[src/rtl/algorithm_result_sink_pkg.sv]
// ============================================================================
// Module : algorithm_result_sink_pkg
// Brief  : Shared types and widths for the algorithm result sink.
// Rev    : 1.0  initial release
// ============================================================================
`default_nettype none

package algorithm_result_sink_pkg;

   // Codebase default integer width, used as the result data width default.
   localparam int INT_W = 8;

   // Two states in a 2-bit encoding; the two spare codes recover to IDLE.
   typedef enum logic [1:0] {
      ST_IDLE = 2'b00,
      ST_WAIT = 2'b01
   } state_t;

endpackage : algorithm_result_sink_pkg

`default_nettype wire

[src/rtl/algorithm_result_sink_sat_counter.sv]
// ============================================================================
// Module : algorithm_result_sink_sat_counter
// Brief  : Saturating up-counter with synchronous clear; holds at all-ones.
// Rev    : 1.0  initial release
// ============================================================================
`default_nettype none

module algorithm_result_sink_sat_counter #(
   parameter int W = 8
) (
   input  logic         clk,
   input  logic         nrst,
   input  logic         clr,
   input  logic         inc,
   output logic [W-1:0] value
);

   logic [W-1:0] value_q;
   logic [W-1:0] value_d;

   // Clear has priority over increment; increment stops at all-ones.
   always_comb begin
      value_d = value_q;
      if (clr) begin
         value_d = '0;
      end else if (inc && (value_q != {W{1'b1}})) begin
         value_d = value_q + 1'b1;
      end
   end

   // Counter register with synchronous active-low reset.
   always_ff @(posedge clk) begin
      if (!nrst) begin
         value_q <= '0;
      end else begin
         value_q <= value_d;
      end
   end

   assign value = value_q;

endmodule : algorithm_result_sink_sat_counter

`default_nettype wire

[src/rtl/algorithm_result_sink.sv]
// ============================================================================
// Module : algorithm_result_sink
// Brief  : Receiving end of the algorithm handshake. Captures each result,
//          measures request-to-result latency, counts completions and
//          presents everything as registered status.
//          Optional macro RESULT_TIMEOUT_EN adds a WAIT-state abort after
//          TIMEOUT cycles with a sticky timeout flag.
// Rev    : 1.0  initial release
// ============================================================================
`default_nettype none

module algorithm_result_sink
   import algorithm_result_sink_pkg::*;
#(
   parameter int WIDTH = INT_W,
   parameter int LAT_W = 8,
   parameter int CNT_W = 8
`ifdef RESULT_TIMEOUT_EN
   ,
   parameter int TIMEOUT = 200
`endif
) (
   input  logic             clk,
   input  logic             nrst,
   input  logic             req_in,
   input  logic             res_valid,
   input  logic [WIDTH-1:0] res_data,
   output logic [WIDTH-1:0] out_data,
   output logic [LAT_W-1:0] out_lat,
   output logic             out_valid,
   output logic [CNT_W-1:0] out_count,
   output logic             busy,
   output logic             stray,
   output logic             timeout
);

   state_t             state_q, state_d;
   logic [LAT_W-1:0]   lat;
   logic [LAT_W-1:0]   lat_plus1;
   logic               lat_clr;
   logic               lat_inc;

   logic [WIDTH-1:0]   out_data_q,  out_data_d;
   logic [LAT_W-1:0]   out_lat_q,   out_lat_d;
   logic               out_valid_q, out_valid_d;
   logic [CNT_W-1:0]   out_count_q, out_count_d;
   logic               stray_q,     stray_d;
   logic               timeout_q,   timeout_d;

   // Cycles elapsed since the request; lat counts WAIT cycles minus one.
   algorithm_result_sink_sat_counter #(
      .W (LAT_W)
   ) u_lat (
      .clk   (clk),
      .nrst  (nrst),
      .clr   (lat_clr),
      .inc   (lat_inc),
      .value (lat)
   );

   // Next-state, counter control and status update for the handshake FSM.
   always_comb begin
      state_d     = state_q;
      lat_clr     = 1'b0;
      lat_inc     = 1'b0;
      out_data_d  = out_data_q;
      out_lat_d   = out_lat_q;
      out_valid_d = 1'b0;
      out_count_d = out_count_q;
      stray_d     = stray_q;
      timeout_d   = timeout_q;
      // Reported latency includes the capture cycle itself, saturating.
      lat_plus1   = (lat == {LAT_W{1'b1}}) ? lat : lat + 1'b1;

      case (state_q)
         ST_IDLE: begin
            // A result with no request outstanding is recorded but flagged.
            if (res_valid) begin
               out_data_d = res_data;
               out_lat_d  = '0;
               stray_d    = 1'b1;
            end
            if (req_in) begin
               state_d = ST_WAIT;
               lat_clr = 1'b1;
            end
         end
         ST_WAIT: begin
            if (res_valid) begin
               out_data_d  = res_data;
               out_lat_d   = lat_plus1;
               out_valid_d = 1'b1;
               out_count_d = out_count_q + 1'b1;
               state_d     = ST_IDLE;
            end
            // A new request restarts the measurement, even after a capture.
            if (req_in) begin
               state_d = ST_WAIT;
               lat_clr = 1'b1;
            end else if (!res_valid) begin
               lat_inc = 1'b1;
`ifdef RESULT_TIMEOUT_EN
               if (lat == LAT_W'(TIMEOUT - 1)) begin
                  state_d   = ST_IDLE;
                  timeout_d = 1'b1;
                  lat_inc   = 1'b0;
               end
`endif
            end
         end
         default: begin
            state_d = ST_IDLE;
         end
      endcase
   end

   // State and status registers; reset clears everything.
   always_ff @(posedge clk) begin
      if (!nrst) begin
         state_q     <= ST_IDLE;
         out_data_q  <= '0;
         out_lat_q   <= '0;
         out_valid_q <= 1'b0;
         out_count_q <= '0;
         stray_q     <= 1'b0;
         timeout_q   <= 1'b0;
      end else begin
         state_q     <= state_d;
         out_data_q  <= out_data_d;
         out_lat_q   <= out_lat_d;
         out_valid_q <= out_valid_d;
         out_count_q <= out_count_d;
         stray_q     <= stray_d;
         timeout_q   <= timeout_d;
      end
   end

   assign out_data  = out_data_q;
   assign out_lat   = out_lat_q;
   assign out_valid = out_valid_q;
   assign out_count = out_count_q;
   assign busy      = (state_q == ST_WAIT);
   assign stray     = stray_q;
   assign timeout   = timeout_q;

endmodule : algorithm_result_sink

`default_nettype wire

[config.mk]
export PLATFORM = sky130hd
export DESIGN_NAME = algorithm_result_sink
export DESIGN_NICKNAME = d
export VERILOG_FILES = /design/src/rtl/algorithm_result_sink_pkg.sv /design/src/rtl/algorithm_result_sink_sat_counter.sv /design/src/rtl/algorithm_result_sink.sv
export SDC_FILE = /design/constraint.sdc
export NUM_CORES = 1
export LEC_CHECK = 0
export ABC_AREA = 1
export BUFFER_PORTS_ARGS = -buffer_cell sky130_fd_sc_hd__buf_2
export CORE_MARGIN = 4
export CORE_UTILIZATION = 50
export CTS_BUF_LIST = sky130_fd_sc_hd__clkbuf_8
export DETAILED_ROUTE_END_ITERATION = 16
export GPL_ROUTABILITY_DRIVEN = 0
export PLACE_DENSITY = 0.78
export SLEW_MARGIN = 10
export SYNTH_ARGS = -nofsm -noshare
export SYNTH_HDL_FRONTEND = slang
export SYNTH_HIERARCHICAL = 1
export SYNTH_SLANG_ARGS = --single-unit
[constraint.sdc]
create_clock -name clk -period 1.27 [get_ports clk]
set_input_delay 0.254 -clock clk [delete_from_list [all_inputs] [get_ports clk]]
set_output_delay 0.254 -clock clk [all_outputs]
set_load 0.02 [all_outputs]
Word level (Yosys, flattened, before mapping)
Cells that the tools add are included.
- $add $sub $neg: 2
- $mul: 0
- divide/modulo/power cells: 0
- order comparisons: 0
- eq/ne operators: 7
- shift-type cells: 0
- multiplexer cells: 14
- bitwise logic cells: 1
- reduce and logical (&&, ||, !) cells: 11
- operators with widths (kind ; count):
    $mux W8 ; 3
    $add A8 B1 Y8 const B ; 2
    $pmux W8 S2 ; 1
    $reduce_and A2 Y1 ; 5
    $eq A8 B8 Y1 const B ; 1
    $ne A8 B8 Y1 const B ; 1
    $mux W1 ; 6
    $mux W2 ; 3
    $ne A2 B2 Y1 const B ; 3
    $pmux W2 S2 ; 1
    $reduce_or A2 Y1 ; 2
    $ne A3 B3 Y1 const B ; 1
    $reduce_and A3 Y1 ; 1
    $eq A2 B1 Y1 const B ; 1
    $logic_not A2 Y1 ; 1
    $reduce_bool A2 Y1 ; 1
    $logic_and A1 B1 Y1 ; 1
    $not A1 Y1 ; 1
- register bits: 36
- latch bits: 0
- memory bits (writable): 0
- bits in read-only memories: 0
- bits of input ports: 12
- output and inout bits: 28
- memories: 0

Logic depth before layout (Yosys ltp)
Gate-level depths: netlist (run 1).
- depth in word-level cells: 4
- gate-level depth with buffers: 12
- mapped depth without buffers: 10

Hierarchy
The synthesis (run 1) kept the hierarchy.
- modules (own cells, without submodules) (module ; times used ; cells each ; area an instance (sq um)):
    algorithm_result_sink ; 1 ; 176 ; 1222.4
    algorithm_result_sink_sat_counter ; 1 ; 72 ; 462.9

Worst setup path before layout (run 1)
OpenSTA, ideal clock, no wires.
- kind: reg-to-reg
- start point: reg state_q[0]
- end point: reg u_lat.value_q[5] (netlist: u_lat/value[5])
- arrival time: 1263 ps
- setup slack: -108 ps
- cell stages (with the launch flop): 11
- path buffers: 1
- period minus slack after synthesis: 1378 ps
- cell sequence: dfxtp_1 -> nand2_1 -> nor2_1 -> buf_4 -> nand2_2 -> inv_1 -> nand2_1 -> nor2_1 -> nand3_1 -> nand2_1 -> nor2_1
- elaborated cells on any way between the ends: 7
- classes of those cells: eq/ne (1); mux (2); reduce/logical (4)
- RTL lines (item ; RTL line ; source):
    from (decl) ; algorithm_result_sink.sv:37 ; state_t state_q, state_d;
    from (signal assigned) ; algorithm_result_sink.sv:128 ; state_q <= state_d;
    $eq A2 B1 Y1 ; algorithm_result_sink.sv:75 ; case (state_q)
    $mux W1 ; algorithm_result_sink.sv:75 ;
    named net lat_inc ; algorithm_result_sink.sv:41 ; logic lat_inc;
    $logic_and A1 B1 Y1 ; algorithm_result_sink_sat_counter.sv:26 ; end else if (inc && (value_q != {W{1'b1}})) begin
    to (signal assigned) ; algorithm_result_sink_sat_counter.sv:36 ; value_q <= value_d;
    to (decl) ; algorithm_result_sink_sat_counter.sv:18 ; logic [W-1:0] value_q;
The timed path passes the listed nets, and every way through them passes these cells.
A chain may end at the register's enable or synchronous reset.

Final worst setup path (run 1)
- start point: reg state_q[0]
- end point: reg u_lat.value_q[4] (netlist: u_lat/value[4])
The elaborated chain is that of the path after synthesis.

==> metrics.csv, run 1 <==
metric,value,unit
gr ovfl total,0,
Mapped Cells,248,
Reg2Reg Depth,7,
crit path max fanout,10,
vias in the first global route,1427,
fin area,2140,um^2
fillers,288,
vias per cell,4.66,
R2R Path End,u_lat/value[4],
"Reg clk slew, reported paths",60,ps
"Cell Chain, Critical Path","nand2_2, nor2_2, buf_4, inv_1, nor2_1, o21ai_0, nor2_1",
Avg Inst Size Synth,6.80,um^2
CP Capture Type,flip-flop,
PwrDens,998,nW/um^2
Hold Crit Class,in -> reg,
post-synth top area share,41.6,%
maxcap violations,0,
Worst IR Drop VDD,785,uV
drt drc,0,
synth unique cells,26,
FF-to-FF setup slack,100,ps
Clock Latency Late Sink,280,ps
DRT Wirelength,3560,um
crit path launch type,flip-flop,
Finished Layout Cells,347,
first-pass GRT wire length,6000,um
P&R area growth vs syn,26.9,%
"Cell Area, Synth",1690,um^2
initial core utilization,53.9,%
Placed Cells,340,
"commonest cells after routing, fill and taps aside","nand2_1 (60), nor2_1 (50), buf_2 (38)",
RR Startpoint,state_q[0],
die area,4360,um^2
RSZ-0062 raised after global routing,no,
Boundary Pins,40,
dpl cell area,2020,um^2
min-delay src,res_data[0],
Post-DRT Antenna Nets,0,
CP Class,reg -> reg,
number of synthesized register bits,35,
Synth area leaders,"dfxtp_1 (42%), nand2_1 (14%), nor2_1 (12%)",
die height,66.1,um
IO buf count,38,
clock sink count,35,
CP max stage cell,dfxtp_4,
crit share post-route,92.3,%
Fin Setup TNS,0,ps
clk root buf,clkbuf_8,
share of cells above drive strength 1,30.7,%
post-CTS setup buffers,0,
die width,66.1,um
largest net degree at the start of global routing,17,
CTS buffer count,5,
final hold slack,194,ps
Vias,1618,
Initial DRT Pass Iterations,4,
sequential-to-total area share from yosys stat,41.6,%
cell family with most CP delay,simple AND/OR/NAND/NOR gates,
Detail Placement HPWL,2700,um
area of the multi-input gates,880,um^2
end of the worst hold path,out_data[0],
Max H-tree Level,2,
diode count,0,
fin nets,318,
fin. max-slew vios,0,
YS warnings,6,
Register Area,712,um^2
final core occ,68.4,%
Buf/Inv on CP,2,
starting DRC count in detailed routing,84,
CP required,1480,ps
Final Skew,6.78,ps
Lkg Pwr,1.05,nW
initial antenna violation count,0,
Avg WL per Cell,10.3,um
WP data arrival,1380,ps
Max Clk Rate,853,MHz
CTS Hold Bufs,0,
worst hold stages,3,
# setup viols final,0,
maximum clock insertion buffer count,2,
CP max stage delay,370,ps
row cnt,20,
cell with the most instances on the worst path,nor2_1,
outcome,"complete, no violations",
CTS tree,done,
Synth Net Count,263,
top cell type by total area after synthesis,dfxtp_1,
final hold vios,0,
"Min Clock Period, post-route",1170,ps
"commonest non-fill, non-tap cell in the layout",nand2_1,
CORE AREA,3130,um^2
Total Routing Usage GR,17.8,%
==> through the flow <==
stage	power, W	setup WS [ps]
after floorplan	0.00129	-11.1
after global placement	0.00136	46.1
after detailed placement	0.00136	17.5
after CTS	0.00217	19.8
after global routing	0.00223	5.47
final	0.00214	98.2
==> power by group <==
part	internal, W	switching, W
Combinational	0.0000736	0.000122
Clock	0.000425	0.000373
Sequential	0.00113	0.0000160
==> logic make-up after synthesis <==
| logic type | after synthesis | synth area share [%] |
|---|---|---|
| and+or+nand+nor | 149 | 39.2 |
| DFF | 35 | 41.6 |
| buffers and inverters | 31 | 7.72 |
| AOI/OAI and AO/OA | 29 | 9.06 |
| adders and majority gates | 3 | 2.23 |
| other | 1 | 0.223 |
==> layout make-up <==
| type | count | area share, % |
|---|---|---|
| clock buffer | 6 | 3.86 |
| tap | 44 | 2.57 |
| clock inverter | 1 | 0.234 |
| timing repair buffer | 52 | 13.8 |
| multi-input combinational | 182 | 41.1 |
| sequential | 35 | 33.3 |
| inverter | 27 | 5.15 |
==> worst max path at each step <==
stage / start / to / cells past startpoint
floorplan: res_valid / u_lat/value[5] / 12
global placement: res_valid / u_lat/value[4] / 8
detailed placement: res_valid / u_lat/value[4] / 8
CTS: u_lat/value[1] / out_lat[6] / 6
global route: state_q[0] / u_lat/value[4] / 7
finish: state_q[0] / u_lat/value[4] / 7
==> registers in the layout, indices dropped and copies added (netlist names) <==
signal       cells
out_lat          8
u_lat/value      8
out_valid        1
out_data         8
out_count        8
stray            1
state_q          1
==> cells in the mapped netlist, drive strengths merged <==
| library cell | instances |
|---|---|
| a21o | 1 |
| nand3b | 3 |
| dfxtp | 35 |
| clkinv | 2 |
| o21ai | 17 |
| nor2 | 60 |
| conb | 1 |
| o21bai | 1 |
| a21oi | 9 |
| nor3 | 3 |
| ha | 3 |
| inv | 25 |
| buf | 4 |
| nand3 | 13 |
| o211ai | 1 |
| nand2 | 68 |
| nand4 | 2 |
==> routing by layer <==
metal	up-vias	global-route usage, %	part of all wire, %
met1	702	21.8	48
met5	-	0	0
met3	6	5.78	4.7
met4	0	5.84	1.1
met2	28	29.3	47
li1	882	-	-
==> worst min-delay path: stages <==
cell and delay, ps:
buf_2 70, nor2_1 30, nor2_1 80
==> timing repair <==
item,4_1_cts,5_1_grt
gates resized for setup,0,13
endpoints found under the hold margin,0,0
endpoints found under the setup margin,0,14
No activity file was read; power rests on OpenSTA's default activity.
==> run 2, diff against run 1 <==
--- a/config.mk
+++ b/config.mk
@@ -8,11 +8,11 @@
 export ABC_AREA = 1
 export BUFFER_PORTS_ARGS = -buffer_cell sky130_fd_sc_hd__buf_2
 export CORE_MARGIN = 4
-export CORE_UTILIZATION = 50
+export CORE_UTILIZATION = 55
 export CTS_BUF_LIST = sky130_fd_sc_hd__clkbuf_8
 export DETAILED_ROUTE_END_ITERATION = 16
 export GPL_ROUTABILITY_DRIVEN = 0
-export PLACE_DENSITY = 0.78
+export PLACE_DENSITY = 0.82
 export SLEW_MARGIN = 10
 export SYNTH_ARGS = -nofsm -noshare
 export SYNTH_HDL_FRONTEND = slang
==> constraint.sdc (replaced) <==
create_clock -name clk -period 1.5 [get_ports clk]
set_input_delay 0.225 -clock clk [delete_from_list [all_inputs] [get_ports clk]]
set_output_delay 0.225 -clock clk [all_outputs]
set_load 0.02 [all_outputs]
==> run 2 against run 1 <==
  * First-iteration DRC count unchanged
  * Flip-flop and latch count unchanged
  * Non-clock buffer count decreased by 6
  * Clock power decreased by 15%
  * Highest routed layer unchanged
  * Sequential share of layout area increased by 1.1 points
  * Die area decreased by 8.0%
  * Critical endpoint is now u_lat/value[6]
  * Cell count decreased by 5.5%
  * Global-route usage increased by 0.83 points
  * Sequential power decreased by 15%
  * Critical path type unchanged
  * Utilization increased by 3.1 points
  * Largest power group unchanged
  * Hold slack got worse by 25 ps
==> metrics.csv, run 2 (synthesis gave the netlist of run 1 again) <==
metric,value,unit,change
Detail Placement HPWL,2520,um,-6.8%
fin. max-slew vios,0,,unchanged
crit share post-route,91.9,%,-0.40 points
Clock Latency Late Sink,280,ps,about the same
die area,4010,um^2,-8.0%
DRT Wirelength,3480,um,-2.2%
first-pass GRT wire length,6110,um,+1.8%
gr ovfl total,0,,unchanged
clk root buf,clkbuf_8,,
fin nets,312,,-1.9%
outcome,"complete, no violations",,
met1 Use GR,22.6,%,+0.84 points
Worst IR Drop VDD,666,uV,-15%
"Reg clk slew, reported paths",70,ps,about the same
cell-internal power,0.00137,W,-15%
crit path max fanout,6,,-4
final hold slack,168,ps,-25.4 ps
die height,63.4,um,-4.1%
initial core utilization,59.1,%,+5.2 points
row cnt,19,,-5.0%
"Min Clock Period, post-route",1380,ps,+206 ps
initial antenna violation count,0,,unchanged
Seq pwr share,53.5,%,about the same
IO buf count,38,,unchanged
fin area,2040,um^2,-4.7%
Max H-tree Level,2,,unchanged
# setup viols final,0,,unchanged
pre-CTS setup slack,152,ps,+135 ps
M2 GR Usage,31.7,%,+2.4 points
WP data arrival,1550,ps,+170 ps
Clk pwr share,37.6,%,+0.2 points
Final Skew,6.09,ps,-0.695 ps
maxcap violations,0,,unchanged
Final WS setup,122,ps,+23.8 ps
drt drc,0,,unchanged
"commonest cells after routing, fill and taps aside","nand2_1 (62), nor2_1 (51), buf_2 (38)",,
Logic pwr share,9.0,%,-0.2 points
GR Util met3,5.15,%,-0.63 points
Avg WL per Cell,10.6,um,+3.4%
Switching Fraction,24.0,%,+0.071 points
crit path launch type,flip-flop,,
maximum clock insertion buffer count,2,,unchanged
Vias,1642,,+1.5%
RSZ-0062 raised after global routing,no,,
CP Capture Type,flip-flop,,
vias per cell,5.01,,+7.4%
Hold Crit Class,in -> reg,,
vias in the first global route,1423,,-0.28%
CTS buffer count,5,,unchanged
GR peak layer,met2,,
diode count,0,,unchanged
CP required,1670,ps,+190 ps
final hold vios,0,,unchanged
CORE AREA,2850,um^2,-8.8%
dpl cell area,1950,um^2,-3.6%
Lkg Pwr,1.02,nW,-3.0%
Boundary Pins,40,,unchanged
clock sink count,35,,unchanged
die width,63.4,um,-4.1%
Fin Setup TNS,0,ps,unchanged
PwrDens,886,nW/um^2,-11%
share of cells above drive strength 1,24.6,%,-6.1 points
Post-DRT Antenna Nets,0,,unchanged
"commonest non-fill, non-tap cell in the layout",nand2_1,,
Total Routing Usage GR,18.6,%,+0.83 points
P&R area growth vs syn,21.0,%,
Max Clk Rate,726,MHz,-15%
starting DRC count in detailed routing,84,,unchanged
largest net degree at the start of global routing,14,,-3
switching power,0.000434,W,-15%
Initial DRT Pass Iterations,4,,unchanged
CTS Hold Bufs,0,,unchanged
CP Class,reg -> reg,,
CTS tree,done,,
## run 2: cell count changes in the layout (fill, tap and decap cells not counted), sizes merged
cell / previous run / this run
buf: 52 / 46
## run 2: layout make-up
type	instances	area, um^2
clock buffers	6	82.6
clock inverters	1	5.00
fillers	248	813
inverters	27	105
multi-input cells	182	857
flip-flops and latches	35	701
well taps	31	38.8
repair buffers	46	250
## run 2: final timing paths
| check | startpoint | to | slack (ps) | depth (start not counted) |
|---|---|---|---|---|
| worst min register to register | out_lat[6] | out_lat[6] | 450 | 2 |
| worst max register to register | u_lat/value[0] | u_lat/value[6] | 120 | 8 |
| worst max-delay path | u_lat/value[0] | u_lat/value[6] | 120 | 8 |
| worst min-delay path | res_data[6] | out_data[6] | 170 | 3 |
## run 2: what timing repair did
item | CTS | global route
gates resized for setup | 0 | 1
buffers inserted | 0 | 0
setup endpoints to repair | 0 | 1
## run 2: power by group through the flow
| stage | registers, W | clock network, W | logic, W |
|---|---|---|---|
| floorplan | 0.00102 | 0 | 0.0000667 |
| global placement | 0.000987 | 0 | 0.000160 |
| detailed placement | 0.000987 | 0 | 0.000162 |
| finish | 0.000967 | 0.000679 | 0.000162 |
| CTS | 0.000966 | 0.000694 | 0.000163 |
| global route | 0.000970 | 0.000743 | 0.000180 |
## run 2: metal layers
layer	wire length, um	share of wire, %
met1	1640	47
met2	1640	47
met3	184	5.3
met4	27	0.78
met5	0	0
## run 2: stage by stage
step                cells  util, %  total power, W
floorplan             248        -         0.00108
global placement      321     68.3         0.00115
detailed placement    321     68.3         0.00115
CTS                   328     71.4         0.00182
global route          328     71.5         0.00189
finish                328     71.5         0.00181
## run 2: critical path, stage by stage (launching register included)
cell and delay, ps:
dfxtp_1 420, ha_1 230, nand2_1 120, inv_1 80, nand2_1 70, nor2_1 150
nand3_1 90, nand2_1 70, nor2_1 40
==> run 3, diff against run 2 <==
--- a/config.mk
+++ b/config.mk
@@ -9,7 +9,7 @@
 export BUFFER_PORTS_ARGS = -buffer_cell sky130_fd_sc_hd__buf_2
 export CORE_MARGIN = 4
 export CORE_UTILIZATION = 55
-export CTS_BUF_LIST = sky130_fd_sc_hd__clkbuf_8
+export CTS_BUF_LIST = sky130_fd_sc_hd__clkbuf_4 sky130_fd_sc_hd__clkbuf_8
 export DETAILED_ROUTE_END_ITERATION = 16
 export GPL_ROUTABILITY_DRIVEN = 0
 export PLACE_DENSITY = 0.82
==> run 3 against run 2 <==
  * Highest routed layer unchanged
  * Count of clock-buffer cells in the layout is the same
  * Flip-flop and latch count is the same
  * Clock skew shrank 2.5 ps
  * Largest power group unchanged
  * Setup slack gained 72 ps
==> metrics.csv, run 3 (synthesis gave the netlist of run 1 again) <==
metric,value,unit,change
outcome,"complete, no violations",,
Max H-tree Level,2,,unchanged
Switching Fraction,25.2,%,+1.2 points
clk root buf,clkbuf_4,,
gr ovfl total,0,,unchanged
RR Startpoint,u_lat/value[0],,
clock sink count,35,,unchanged
Detail Placement HPWL,2520,um,unchanged
IO buf count,38,,unchanged
CTS tree,done,,
FF-to-FF setup slack,190,ps,+70 ps
CORE AREA,2850,um^2,unchanged
maximum clock insertion buffer count,2,,unchanged
CTS Hold Bufs,0,,unchanged
fin nets,312,,unchanged
fillers,254,,+2.4%
CP Capture Type,flip-flop,,
drt drc,0,,unchanged
row cnt,19,,unchanged
"Reg clk slew, reported paths",100,ps,+30 ps
vias per cell,4.91,,-1.8%
Lkg Pwr,1.01,nW,-1.2%
P&R area growth vs syn,19.2,%,
end of the worst hold path,out_data[6],,
area of the multi-input gates,855,um^2,-0.29%
first-pass GRT wire length,6160,um,+0.79%
"Cell Chain, Critical Path","ha_1, nand2_1, inv_1, nand2_1, nor2_1, nand3_1, nand2_1, nor2_1",,
Clk pwr share,31.5,%,-6.1 points
crit path max fanout,6,,unchanged
CP max stage cell,dfxtp_2,,
Register Area,703,um^2,+0.36%
Pwr Total,0.00164,W,-9.0%
post-CTS resize count,0,,unchanged
WP data arrival,1540,ps,about the same
"Min Clock Period, post-route",1310,ps,-71.6 ps
Clock Latency Late Sink,330,ps,+50 ps
Initial DRT Pass Iterations,4,,unchanged
"commonest non-fill, non-tap cell in the layout",nand2_1,,
PwrDens,819,nW/um^2,-7.6%
largest net degree at the start of global routing,14,,unchanged
DRT Wirelength,3370,um,-3.2%
final core occ,70.4,%,-1.1 points
fin area,2010,um^2,-1.5%
CP Class,reg -> reg,,
initial antenna violation count,0,,unchanged
Total Routing Usage GR,18.9,%,+0.30 points
Logic pwr share,9.8,%,+0.8 points
cell-internal power,0.00123,W,-10%
Avg WL per Cell,10.3,um,-3.2%
crit path launch type,flip-flop,,
CTS buffer count,5,,unchanged
Reg2Reg Depth,8,,unchanged
post-CTS setup buffers,0,,unchanged
# setup viols final,0,,unchanged
Boundary Pins,40,,unchanged
Seq pwr share,58.8,%,+5.3 points
die height,63.4,um,unchanged
switching power,0.000415,W,-4.5%
Post-DRT Antenna Nets,0,,unchanged
Final Skew,3.58,ps,-2.50 ps
CP required,1740,ps,+70 ps
cell with the most instances on the worst path,nand2_1,,
R2R Path End,u_lat/value[6],,
fin. max-slew vios,0,,unchanged
Max Clk Rate,765,MHz,+5.5%
die area,4010,um^2,unchanged
"commonest cells after routing, fill and taps aside","nand2_1 (62), nor2_1 (52), buf_2 (38)",,
vias in the first global route,1421,,-0.14%
worst hold stages,3,,unchanged
crit share post-route,87.1,%,-4.8 points
starting DRC count in detailed routing,94,,+12%
maxcap violations,0,,unchanged
RSZ-0062 raised after global routing,no,,
final hold vios,0,,unchanged
Fin Setup TNS,0,ps,unchanged
min-delay src,res_data[6],,
Hold Crit Class,in -> reg,,
dpl cell area,1950,um^2,unchanged
CP max stage delay,390,ps,-30 ps
Vias,1612,,-1.8%
die width,63.4,um,unchanged
Worst IR Drop VDD,801,uV,+20%
initial core utilization,59.1,%,unchanged
diode count,0,,unchanged
share of cells above drive strength 1,24.9,%,+0.34 points
-- run 3: cell count changes in the layout (fill, tap and decap cells not counted) --
cell | previous run | this run
clkbuf_4 | 0 | 5
dfxtp_2 | 0 | 2
dfxtp_1 | 35 | 33
clkbuf_8 | 6 | 1
nor2_2 | 5 | 4
nor2_1 | 51 | 52
-- run 3: layout make-up --
class                           instances  share of cell area (%)
Multi-Input combinational cell        182                    42.6
Sequential cell                        35                    35.0
Timing Repair Buffer                   46                    12.5
Clock inverter                          1                   0.249
Clock buffer                            6                    2.55
Inverter                               27                    5.23
Tap cell                               31                    1.93
-- run 3: power groups by stage --
stage               combinational, W  sequential [W]  clock (W)
floorplan                  0.0000667         0.00102          0
global placement            0.000160        0.000987          0
detailed placement          0.000162        0.000987          0
CTS                         0.000163        0.000966   0.000533
global route                0.000180        0.000971   0.000589
finish                      0.000161        0.000966   0.000517
-- run 3: per-stage QoR --
step	instances	hold slack (ps)	setup slack [ps]
5_1_grt	328	101	33.8
4_1_cts	328	96.4	131
2_1_floorplan	248	346	122
6_report	328	111	194
3_5_place_dp	321	436	152
3_3_place_gp	321	430	204
-- run 3: worst max path at each step --
stage / to / startpoint
after detailed placement: u_lat/value[6] / u_lat/value[0]
after global placement: u_lat/value[6] / u_lat/value[0]
after CTS: u_lat/value[6] / u_lat/value[0]
final: u_lat/value[6] / u_lat/value[0]
after floorplan: u_lat/value[5] / state_q[0]
after global routing: out_lat[6] / u_lat/value[0]
-- run 3: worst max-delay path, delay by kind of cell, from the launching register on --
kind / cells / cell delay [ps]
fa+ha+maj: 1 / 210
buf+inv: 1 / 80
flops: 1 / 390
simple gates: 6 / 520
-- run 3: per-layer routing --
metal  up-vias  GRT usage (%)  wire length [um]
li1        872              -                 -
met1       693           22.8              1590
met2        41           31.3              1570
met3         6           5.15               169
met4         0           8.09                48
met5         -              0                 0
